<file path="src/rtl/wave_display_pkg.sv">
// Shared constants and the sample scaling helper for the waveform display.
package wave_display_pkg;

  localparam logic [23:0] GRID_COLOR = 24'h404040;
  localparam logic [23:0] BLACK      = 24'h000000;
  localparam int          GRID_LOG2  = 6;

  // Shift the raw sample down, add the vertical offset, and clamp to the
  // largest value a sample_w-bit row coordinate can hold.
  function automatic logic [31:0] sat_scale(input logic [31:0] raw,
                                            input int          shift,
                                            input int          offset,
                                            input int          sample_w);
    logic [31:0] sum;
    logic [31:0] max_v;
    sum   = (raw >> shift) + 32'(offset);
    max_v = (32'd1 << sample_w) - 32'd1;
    return (sum > max_v) ? max_v : sum;
  endfunction

endpackage

</file>
<file path="src/rtl/wave_channel.sv">
// One trace: remembers the last two scaled samples and reports whether the
// current row falls on the vertical span joining them.
module wave_channel
  import wave_display_pkg::*;
#(
  parameter int SAMPLE_W     = 8,
  parameter int IDX_W        = 8,
  parameter int VSCALE_SHIFT = 1,
  parameter int VOFFSET      = 32
) (
  input  logic                clk,
  input  logic                reset,
  input  logic                sample_valid,
  input  logic                line_start,
  input  logic [IDX_W-1:0]    addr,
  input  logic [SAMPLE_W-1:0] raw,
  input  logic [SAMPLE_W-1:0] y8,
  input  logic                hit_en,
  output logic                hit
);

  logic [IDX_W-1:0]    last_addr;
  logic [SAMPLE_W-1:0] prev;
  logic [SAMPLE_W-1:0] cur;
  logic [SAMPLE_W-1:0] adj;
  logic [SAMPLE_W-1:0] lo;
  logic [SAMPLE_W-1:0] hi;
  logic                capture;

  assign adj     = SAMPLE_W'(sat_scale(32'(raw), VSCALE_SHIFT, VOFFSET, SAMPLE_W));
  assign capture = sample_valid && ((addr != last_addr) || line_start);

  // Sample history; a line start seeds both entries so no span reaches back
  // to the previous line.
  always_ff @(posedge clk or posedge reset) begin
    if (reset) begin
      last_addr <= '0;
      prev      <= '0;
      cur       <= '0;
    end else if (capture) begin
      last_addr <= addr;
      cur       <= adj;
      prev      <= line_start ? adj : cur;
    end
  end

  assign lo  = (prev < cur) ? prev : cur;
  assign hi  = (prev < cur) ? cur : prev;
  assign hit = hit_en && (y8 >= lo) && (y8 <= hi);

endmodule

</file>
<file path="src/rtl/wave_display_mc.sv">
// Multi-channel waveform renderer: maps pixels to sample addresses, follows
// the one-cycle RAM latency and paints each channel trace over an optional grid.
// Handshake: valid qualifies x/y for a single cycle; there is no ready, the
// pipeline never stalls, and pixel_valid is valid delayed by three cycles.
module wave_display_mc
  import wave_display_pkg::*;
#(
  parameter int                    CHANNELS     = 2,
  parameter int                    SAMPLE_W     = 8,
  parameter int                    ADDR_W       = 9,
  parameter int                    X_START      = 256,
  parameter int                    Y_TOP        = 0,
  parameter int                    ZOOM_LOG2    = 1,
  parameter int                    VSCALE_SHIFT = 1,
  parameter int                    VOFFSET      = 32,
  parameter logic [24*CHANNELS-1:0] CH_COLOR    = {24'hFFFF00, 24'h00FFFF}
) (
  input  logic                         clk,
  input  logic                         reset,
  input  logic [10:0]                  x,
  input  logic [9:0]                   y,
  input  logic                         valid,
  input  logic                         read_index,
  input  logic [CHANNELS*SAMPLE_W-1:0] read_value,
  input  logic                         grid_en,
  output logic [ADDR_W-1:0]            read_address,
  output logic                         pixel_valid,
  output logic                         valid_pixel,
  output logic [7:0]                   r,
  output logic [7:0]                   g,
  output logic [7:0]                   b
);

  localparam int IDX_W = ADDR_W - 1;
  localparam int YW    = SAMPLE_W + 1;
  localparam int XSPAN = 1 << (IDX_W + ZOOM_LOG2);
  localparam int YSPAN = 1 << YW;

  logic [11:0]          x_diff;
  logic [10:0]          y_diff;
  logic                 in_x;
  logic                 in_y;
  logic [IDX_W-1:0]     index;
  logic                 frame_bank;

  logic                 s1_valid;
  logic                 s1_in_win;
  logic                 s1_line_start;
  logic [IDX_W-1:0]     s1_index;
  logic [GRID_LOG2-1:0] s1_x_lo;
  logic [YW-1:0]        s1_y_rel;

  logic                 s2_valid;
  logic                 s2_in_win;
  logic [GRID_LOG2-1:0] s2_x_lo;
  logic [YW-1:0]        s2_y_rel;

  logic [CHANNELS-1:0]  hit;
  logic [23:0]          color;

  assign x_diff       = {1'b0, x} - 12'(X_START);
  assign in_x         = ({1'b0, x} >= 12'(X_START)) && (x_diff < 12'(XSPAN));
  assign y_diff       = {1'b0, y} - 11'(Y_TOP);
  assign in_y         = ({1'b0, y} >= 11'(Y_TOP)) && (y_diff < 11'(YSPAN));
  assign index        = in_x ? IDX_W'(x_diff >> ZOOM_LOG2) : '0;
  assign read_address = {frame_bank, index};

  // Bank select only moves at the first pixel of a frame, so a frame never tears.
  always_ff @(posedge clk or posedge reset) begin
    if (reset) begin
      frame_bank <= 1'b0;
    end else if (valid && (x == 11'd0) && (y == 10'd0)) begin
      frame_bank <= read_index;
    end
  end

  // Stage 1 waits for RAM data; stage 2 lines up with the captured samples.
  always_ff @(posedge clk or posedge reset) begin
    if (reset) begin
      s1_valid      <= 1'b0;
      s1_in_win     <= 1'b0;
      s1_line_start <= 1'b0;
      s1_index      <= '0;
      s1_x_lo       <= '0;
      s1_y_rel      <= '0;
      s2_valid      <= 1'b0;
      s2_in_win     <= 1'b0;
      s2_x_lo       <= '0;
      s2_y_rel      <= '0;
    end else begin
      s1_valid      <= valid;
      s1_in_win     <= in_x && in_y;
      s1_line_start <= in_x && in_y && (x_diff == 12'd0);
      s1_index      <= index;
      s1_x_lo       <= x_diff[GRID_LOG2-1:0];
      s1_y_rel      <= y_diff[YW-1:0];
      s2_valid      <= s1_valid;
      s2_in_win     <= s1_in_win;
      s2_x_lo       <= s1_x_lo;
      s2_y_rel      <= s1_y_rel;
    end
  end

  for (genvar c = 0; c < CHANNELS; c++) begin : g_ch
    wave_channel #(
      .SAMPLE_W     (SAMPLE_W),
      .IDX_W        (IDX_W),
      .VSCALE_SHIFT (VSCALE_SHIFT),
      .VOFFSET      (VOFFSET)
    ) u_channel (
      .clk          (clk),
      .reset        (reset),
      .sample_valid (s1_valid && s1_in_win),
      .line_start   (s1_line_start),
      .addr         (s1_index),
      .raw          (read_value[c*SAMPLE_W +: SAMPLE_W]),
      .y8           (s2_y_rel[SAMPLE_W:1]),
      .hit_en       (s2_in_win),
      .hit          (hit[c])
    );
  end

  // Colour mux: grid under everything, lowest-index hitting channel on top.
  always_comb begin
    color = BLACK;
    if (s2_in_win && grid_en &&
        ((s2_x_lo == '0) || (s2_y_rel[GRID_LOG2-1:0] == '0))) begin
      color = GRID_COLOR;
    end
    for (int c = CHANNELS - 1; c >= 0; c--) begin
      if (hit[c]) color = CH_COLOR[c*24 +: 24];
    end
  end

  // Registered outputs, held black whenever the aligned pixel is not valid.
  always_ff @(posedge clk or posedge reset) begin
    if (reset) begin
      pixel_valid <= 1'b0;
      valid_pixel <= 1'b0;
      {r, g, b}   <= BLACK;
    end else begin
      pixel_valid <= s2_valid;
      valid_pixel <= s2_valid && (|hit);
      {r, g, b}   <= s2_valid ? color : BLACK;
    end
  end

endmodule

</file>
<file path="config.mk">
export PLATFORM = sky130hd
export DESIGN_NAME = wave_display_mc
export DESIGN_NICKNAME = d
export VERILOG_FILES = /design/src/rtl/wave_display_pkg.sv /design/src/rtl/wave_channel.sv /design/src/rtl/wave_display_mc.sv
export SDC_FILE = /design/constraint.sdc
export NUM_CORES = 1
export LEC_CHECK = 0
export ABC_AREA = 1
export CORE_ASPECT_RATIO = 0.8
export CORE_MARGIN = 3
export CORE_UTILIZATION = 56
export DETAILED_ROUTE_END_ITERATION = 7
export GPL_TIMING_DRIVEN = 1
export PLACE_DENSITY = 0.81
export SLEW_MARGIN = 20
export SYNTH_ARGS = -nofsm -noshare
export SYNTH_HDL_FRONTEND = slang
export SYNTH_HIERARCHICAL = 1
export SYNTH_SLANG_ARGS = --single-unit
</file>
<file path="constraint.sdc">
create_clock -name clk -period 3.35 [get_ports clk]
set_input_delay 0.67 -clock clk [delete_from_list [all_inputs] [get_ports clk]]
set_output_delay 0.67 -clock clk [all_outputs]
set_load 0.01 [all_outputs]
</file>
==> run_results.csv <==
group,metric,value,unit
die,die_width,121,um
synth,synth_nets,851,
status,status,"finished clean",
detailed_routing,wl_per_cell,14.3,um
timing,setup-violations-final,0,
power_and_ir_drop,power_density,907,nW/um^2
synth,synth-seq-cells,99,
synth,avgSynthCellArea,7.85,um^2
placement,place.gp.congestion,0.864,
timing,finalSetupTns,0,ns
synth,synth_cell_types,30,
timing,final_max_slew_viol_count,0,
timing,fin_crit_sh,94.3,%
synth,syn_inst,757,
detailed_routing,drt_iter0_markers,362,
finish,design_area,6910,um^2
finish,seq_area,2480,um^2
placement,dpl_cell_area,6620,um^2
timing,min_period,3.16,ns
global_routing,grt_use_total,24.4,%
detailed_routing,first_pass_iters,5,
global_routing,grt_antenna_before_repair,0,
synth,synth_top_cell_area_share,41.7,%
run,max_cap_violations,0,
clocking,cts_hold_buf,0,
global_routing,grt_start_max_net_pins,34,
power_and_ir_drop,peakVddDrop,0.461,mV
detailed_routing,drc,0,
critical_path,crit_buf_inv,3,
die,fp.dieArea,11900,um^2
synth,netlist_area,5940,um^2
synth,synth_edf_count,0,
clocking,clk_pin_slew_worst_paths,0.07,ns
detailed_routing,vias,5142,
clocking,clock_sinks,99,
clocking,cts_root_buffer,"clkbuf_16",
synth,synthArstFlopShare,100,%
placement,hpwl,10100,um
detailed_routing,viasPerCell,5.39,
finish,drive_above_1_share,5.99,%
die,die_h,98.1,um
clocking,numCtsBuffers,9,
finish,diodes,0,
timing,finalHoldViolations,0,
synth,ys_seq_area_share,41.7,%
critical_path,crit_path_top_delay_cell,"clkdlybuf4s50_1",
critical_path,path_cells,"clkdlybuf4s50_1, inv_1, ha_1, ha_1, and3_2, nand2_4, nor2_1, dlygate4sd2_1",
critical_path,cp.required,2.68,ns
die,rows,32,
critical_path,max_stage_delay,0.48,ns
detailed_routing,ant_nets,0,
critical_path,end_kind,"output port",
finish,fin_nets,907,
synth,yosys_warnings,6,
critical_path,critical_path_class,"input pin to output port",
worst_hold_path,hp-class,"flop to flop",
power_and_ir_drop,p_leak,3.69,nW
timing,timing.hold.ws,0.349,ns
timing,worst_pin_slew,0.975,ns
die,core_area,9970,um^2
clocking,cts_max_level,3,
die,io_pins,77,
critical_path,cp.arrival,2.49,ns
placement,portBuffers,74,
clocking,ctsResizeCount,8,
critical_path,cp_max_fo,8,
detailed_routing,wl,13700,um
synth,synth_area_leaders,"dfrtp_1 42%, nand2_1 16%, ha_1 11%, nand3_1 7.5%, inv_1 5.9%",
timing,maxSlewHeadroom,34.9,%
clocking,cts_tree,"yes",
finish,area_growth,16.2,%
global_routing,grt-ovfl-total,0,
finish,nFillCells,791,
synth,synth_top_area_cell,"dfrtp_1",
timing,fmax,0.317,GHz
timing,setup_ws,0.190,ns
clocking,clk_path_buf_depth,2,
global_routing,grt_pass1_vias,5172,
finish,layout_common_cells,"254 x nand2_1, 99 x dfrtp_1, 91 x inv_1, 89 x nand3_1, 66 x clkdlybuf4s50_1",
timing,fin_skew,0.00747,ns
finish,layout_commonest_cell,"nand2_1",
timing,rsz0062_at_grt,"no",
placement,dp_worst_setup_slack,-0.0647,ns
critical_path,cp-start-kind,"input pin",
critical_path,crit_top_cell,"ha_1",
clocking,post_cts_buffers,0,
clocking,clk_latency,0.35,ns
synth,ys.flop_type,"dfrtp_1",
die,start_util,59.6,%
critical_path,cp_top_family,"buffers and inverters",
global_routing,grt_pass1_wl,23700,um
finish,multi_input_area,2760,um^2
[through the flow]
step	power (mW)	util, %	instances
detailed placement	5.18	66.4	938
global placement	4.84	66.4	938
global route	6.94	69.3	954
CTS	6.24	69.3	954
finish	6.26	69.3	954
floorplan	4.43	-	757
[kinds of logic (layout without fill, tap and decap cells)]
group           count (synthesis)  in the layout  share of synthesized area [%]
simple gates                  410            410                           29.9
buf+inv                       139            200                           11.9
flops                          99             99                           41.7
compound gates                 53             53                           4.93
fa+ha+maj                      52             52                           10.9
xor+xnor                        4              4                          0.590
[routing by layer]
metal / track usage (%) / wire, um / vias up
met1: 31.5 / 5950 / 2413
met5: 0 / 0 / -
met3: 6.66 / 985 / 40
met2: 40.6 / 6460 / 208
li1: - / - / 2481
met4: 6.72 / 297 / 0
[state kept, by name (all words and copies together) (netlist names), 2 cells and up]
| signal | count |
|---|---|
| s1_y_rel | 9 |
| b | 2 |
| g_ch.u_channel/last_addr | 16 |
| r | 2 |
| s1_index | 8 |
| g_ch.u_channel/prev | 16 |
| s2_x_lo | 6 |
| s2_y_rel | 9 |
| s1_x_lo | 6 |
| g_ch.u_channel/cur | 16 |
| g | 2 |
[worst reg2reg max path: cells and delay by family, from the launching register on]
kind | cells | cell delay (ns)
simple gates | 14 | 1.74
fa+ha+maj | 2 | 0.54
flops | 1 | 0.38
compound gates | 2 | 0.18
buf+inv | 1 | 0.12
[final timing paths]
check / from / endpoint / slack (ns) / cells past startpoint
min: s1_y_rel[3] / s2_y_rel[3] / 0.35 / 0
max reg2reg: g_ch[0].u_channel/cur[1] / b[6] / 0.29 / 19
min in group asynchronous: reset / s1_y_rel[4] / 0.68 / 2
min reg2reg: s1_y_rel[3] / s2_y_rel[3] / 0.35 / 0
max: x[8] / read_address[0] / 0.19 / 8
max in group asynchronous: reset / g_ch[1].u_channel/prev[0] / 1.86 / 2
[report_power, final]
part	internal (mW)	switching (mW)
Clock	0.540	0.490
Combinational	1.38	2.18
Sequential	1.46	0.215
[area by class of cell]
cell class	count	area share, %
Sequential cell	99	35.9
Tap cell	136	2.46
Timing Repair Buffer	91	12.4
Inverter	93	5.05
Clock buffer	10	3.46
Multi-Input combinational cell	519	39.9
Clock inverter	6	0.797
[cells in the mapped netlist (7+ instances only)]
master,n
nand2_1,254
dfrtp_1,99
inv_1,93
nand3_1,89
ha_1,52
nor2_1,43
buf_4,24
a21oi_1,21
o21ai_0,19
nand2_4,7
nand4_1,7
No activity file was read; power rests on OpenSTA's default activity.
==> patch: new RTL, same flow settings <==
`ADDR_W`: 9 -> 8.
--- a/src/rtl/wave_display_mc.sv
+++ b/src/rtl/wave_display_mc.sv
@@ -7,7 +7,7 @@
 #(
   parameter int                    CHANNELS     = 2,
   parameter int                    SAMPLE_W     = 8,
-  parameter int                    ADDR_W       = 9,
+  parameter int                    ADDR_W       = 8,
   parameter int                    X_START      = 256,
   parameter int                    Y_TOP        = 0,
   parameter int                    ZOOM_LOG2    = 1,
Ports: changed (resized read_address); port bits go from 77 to 76. No check against the original RTL was run, so the function may have changed too.
==> patch against the unedited design <==
Critical path depth decreased by 1; design area decreased by 2.5%; fmax decreased by 0.48%; wire length decreased by 7.3%; utilization decreased by 0.93 points; power decreased by 25%; final cell count increased by 0.52%; synthesized cell count increased by 1.6%; area after synthesis decreased by 2.4%; worst setup slack got worse by 0.015 ns; via count decreased by 4.5%; sequential cell count decreased by 3; sequential power decreased by 12%; count of clock-buffer cells in the layout decreased by 1; critical path type unchanged; largest power group unchanged.
==> patch: results (changes against the unedited design) <==
[yosys]
yosysSeqAreaShare = 0.414  ; -0.00278
synth-xor-area-share = 0  ; -0.00590
synth_compound_area_frac = 0.0369  ; -0.0124
yosysUniqueCellTypes = 25  ; -17%
synth_nets = 860  ; +1.1%
synth_fa_ha_area_frac = 0.106  ; -0.00380
synthMuxAreaShare = 0  ; unchanged
synth_top_cells_by_area = dfrtp_1, nand2_1, ha_1
syn_area_per_cell_um2 = 7.54  ; -3.9%
synth_common_cells = nand2_1, inv_1, dfrtp_1

[grt]
grt_pass1_wl_um = 21300  ; -10%
grt_max_degree = 33  ; -2.9%
antenna_found_initial = 0  ; unchanged
grt_pass1_vias = 4728  ; -8.6%
grt_util_all_layers = 0.224  ; -0.0196

[critical_path]
r2r_slack_ns = 0.48  ; +0.19 ns
reg2reg_from = g_ch[1].u_channel/cur[7]$_DFFE_PP0P_
reg2reg_depth = 16  ; -3
worstSetupStartpoint = x[10]
crit_path_end = read_address[4]
crit_path_start_kind = input port
r2r_end = r[6]$_DFF_PP0_
crit_fanout = 8  ; unchanged
worstPathArrival_ns = 2.50

[timing]
max_freq_ghz = 0.315  ; -0.48%
slew_headroom = 0.388  ; +0.0391
holdWs_ns = 0.351  ; +0.00209 ns
fin_skew_ns = 0.00759  ; +0.000118 ns

[power]
max-vdd-ir-drop_mv = 0.399  ; -13%
leakagePower_nw = 3.68  ; -0.28%

[worst_hold_path]
min_from = s1_y_rel[0]$_DFF_PP0_
hold_path.class = register to register
hold_end = s2_y_rel[0]$_DFF_PP0_

[place]
gp_congestion = 0.830  ; -3.9%
place_hpwl_um = 9700  ; -4.3%
port_buffers = 73  ; -1.4%
dp.cells = 943  ; +0.53%
pre_cts_slack_ns = 0.184  ; +0.249 ns
post_dp_cell_area_um2 = 6450  ; -2.5%

[final_layout]
drive_gt1_frac = 0.0620  ; +0.00207
n_fill_cell = 810  ; +2.4%
largest_registers = g_ch.u_channel/cur x16, g_ch.u_channel/prev x16, g_ch.u_channel/last_addr x14
nets = 909  ; +0.22%

[clock_tree]
h-tree-depth = 3  ; unchanged
cts-resized-gates = 0  ; -8
post_cts_buffers = 0  ; unchanged
cts_root_buffer = clkbuf_16

[route]
viasPerCell = 5.12  ; -5.0%
firstDrtPassIters = 5  ; unchanged
num_vias = 4910  ; -4.5%
drt-total-wl_um = 12700  ; -7.3%
drt_iter0_drc = 358  ; -1.1%

[run_status]
status = complete, no violations

-- patch: cell types whose count changed in the layout (fill, tap and decap cells not counted), moves of 5 or more --
cell	before	now
clkdlybuf4s50_1	66	73
buf_4	17	7
nand2_2	1	6
nand2_1	254	280
nor2_2	3	10
o21ai_0	19	14
inv_1	91	101
dlygate4sd2_1	8	0
-- patch: routing by layer --
| metal | up-vias | track usage | share of wire |
|---|---|---|---|
| li1 | 2466 | - | - |
| met1 | 2319 | 0.282 | 0.44 |
| met2 | 105 | 0.398 | 0.51 |
| met3 | 20 | 0.0403 | 0.039 |
| met4 | 0 | 0.0607 | 0.015 |
| met5 | - | 0 | 0 |
-- patch: cell families (layout without fill, tap and decap cells) --
group / count (synthesis) / in the layout
adders and majority gates: 49 / 49
AOI/OAI and AO/OA: 39 / 39
and+or+nand+nor: 439 / 439
DFF: 96 / 96
buffers and inverters: 146 / 200
-- patch: power breakdown --
group          internal (mW)  leakage (nW)  total [mW]  switching, mW
clock network          0.509         0.137       0.948          0.439
logic                  0.870          2.39        2.28           1.41
registers               1.34          1.15        1.48          0.144
total                   2.72          3.68        4.71           1.99
-- patch: worst max-delay path, cell delays in order --
cell and delay (ns):
clkdlybuf4s50_1 0.47, inv_1 0.08, ha_1 0.28, and3b_4 0.21, nand2_4 0.11, nor2_2 0.13, clkdlybuf4s50_1 0.55
-- patch: layout make-up --
cell class	instances	area [um^2]	share of cell area
repair buffers	80	783	0.116
flip-flops and latches	96	2400	0.357
inverters	104	390	0.0580
clock inverters	7	52.6	0.00781
well taps	136	170	0.0253
clock buffers	9	225	0.0335
multi-input cells	527	2710	0.402
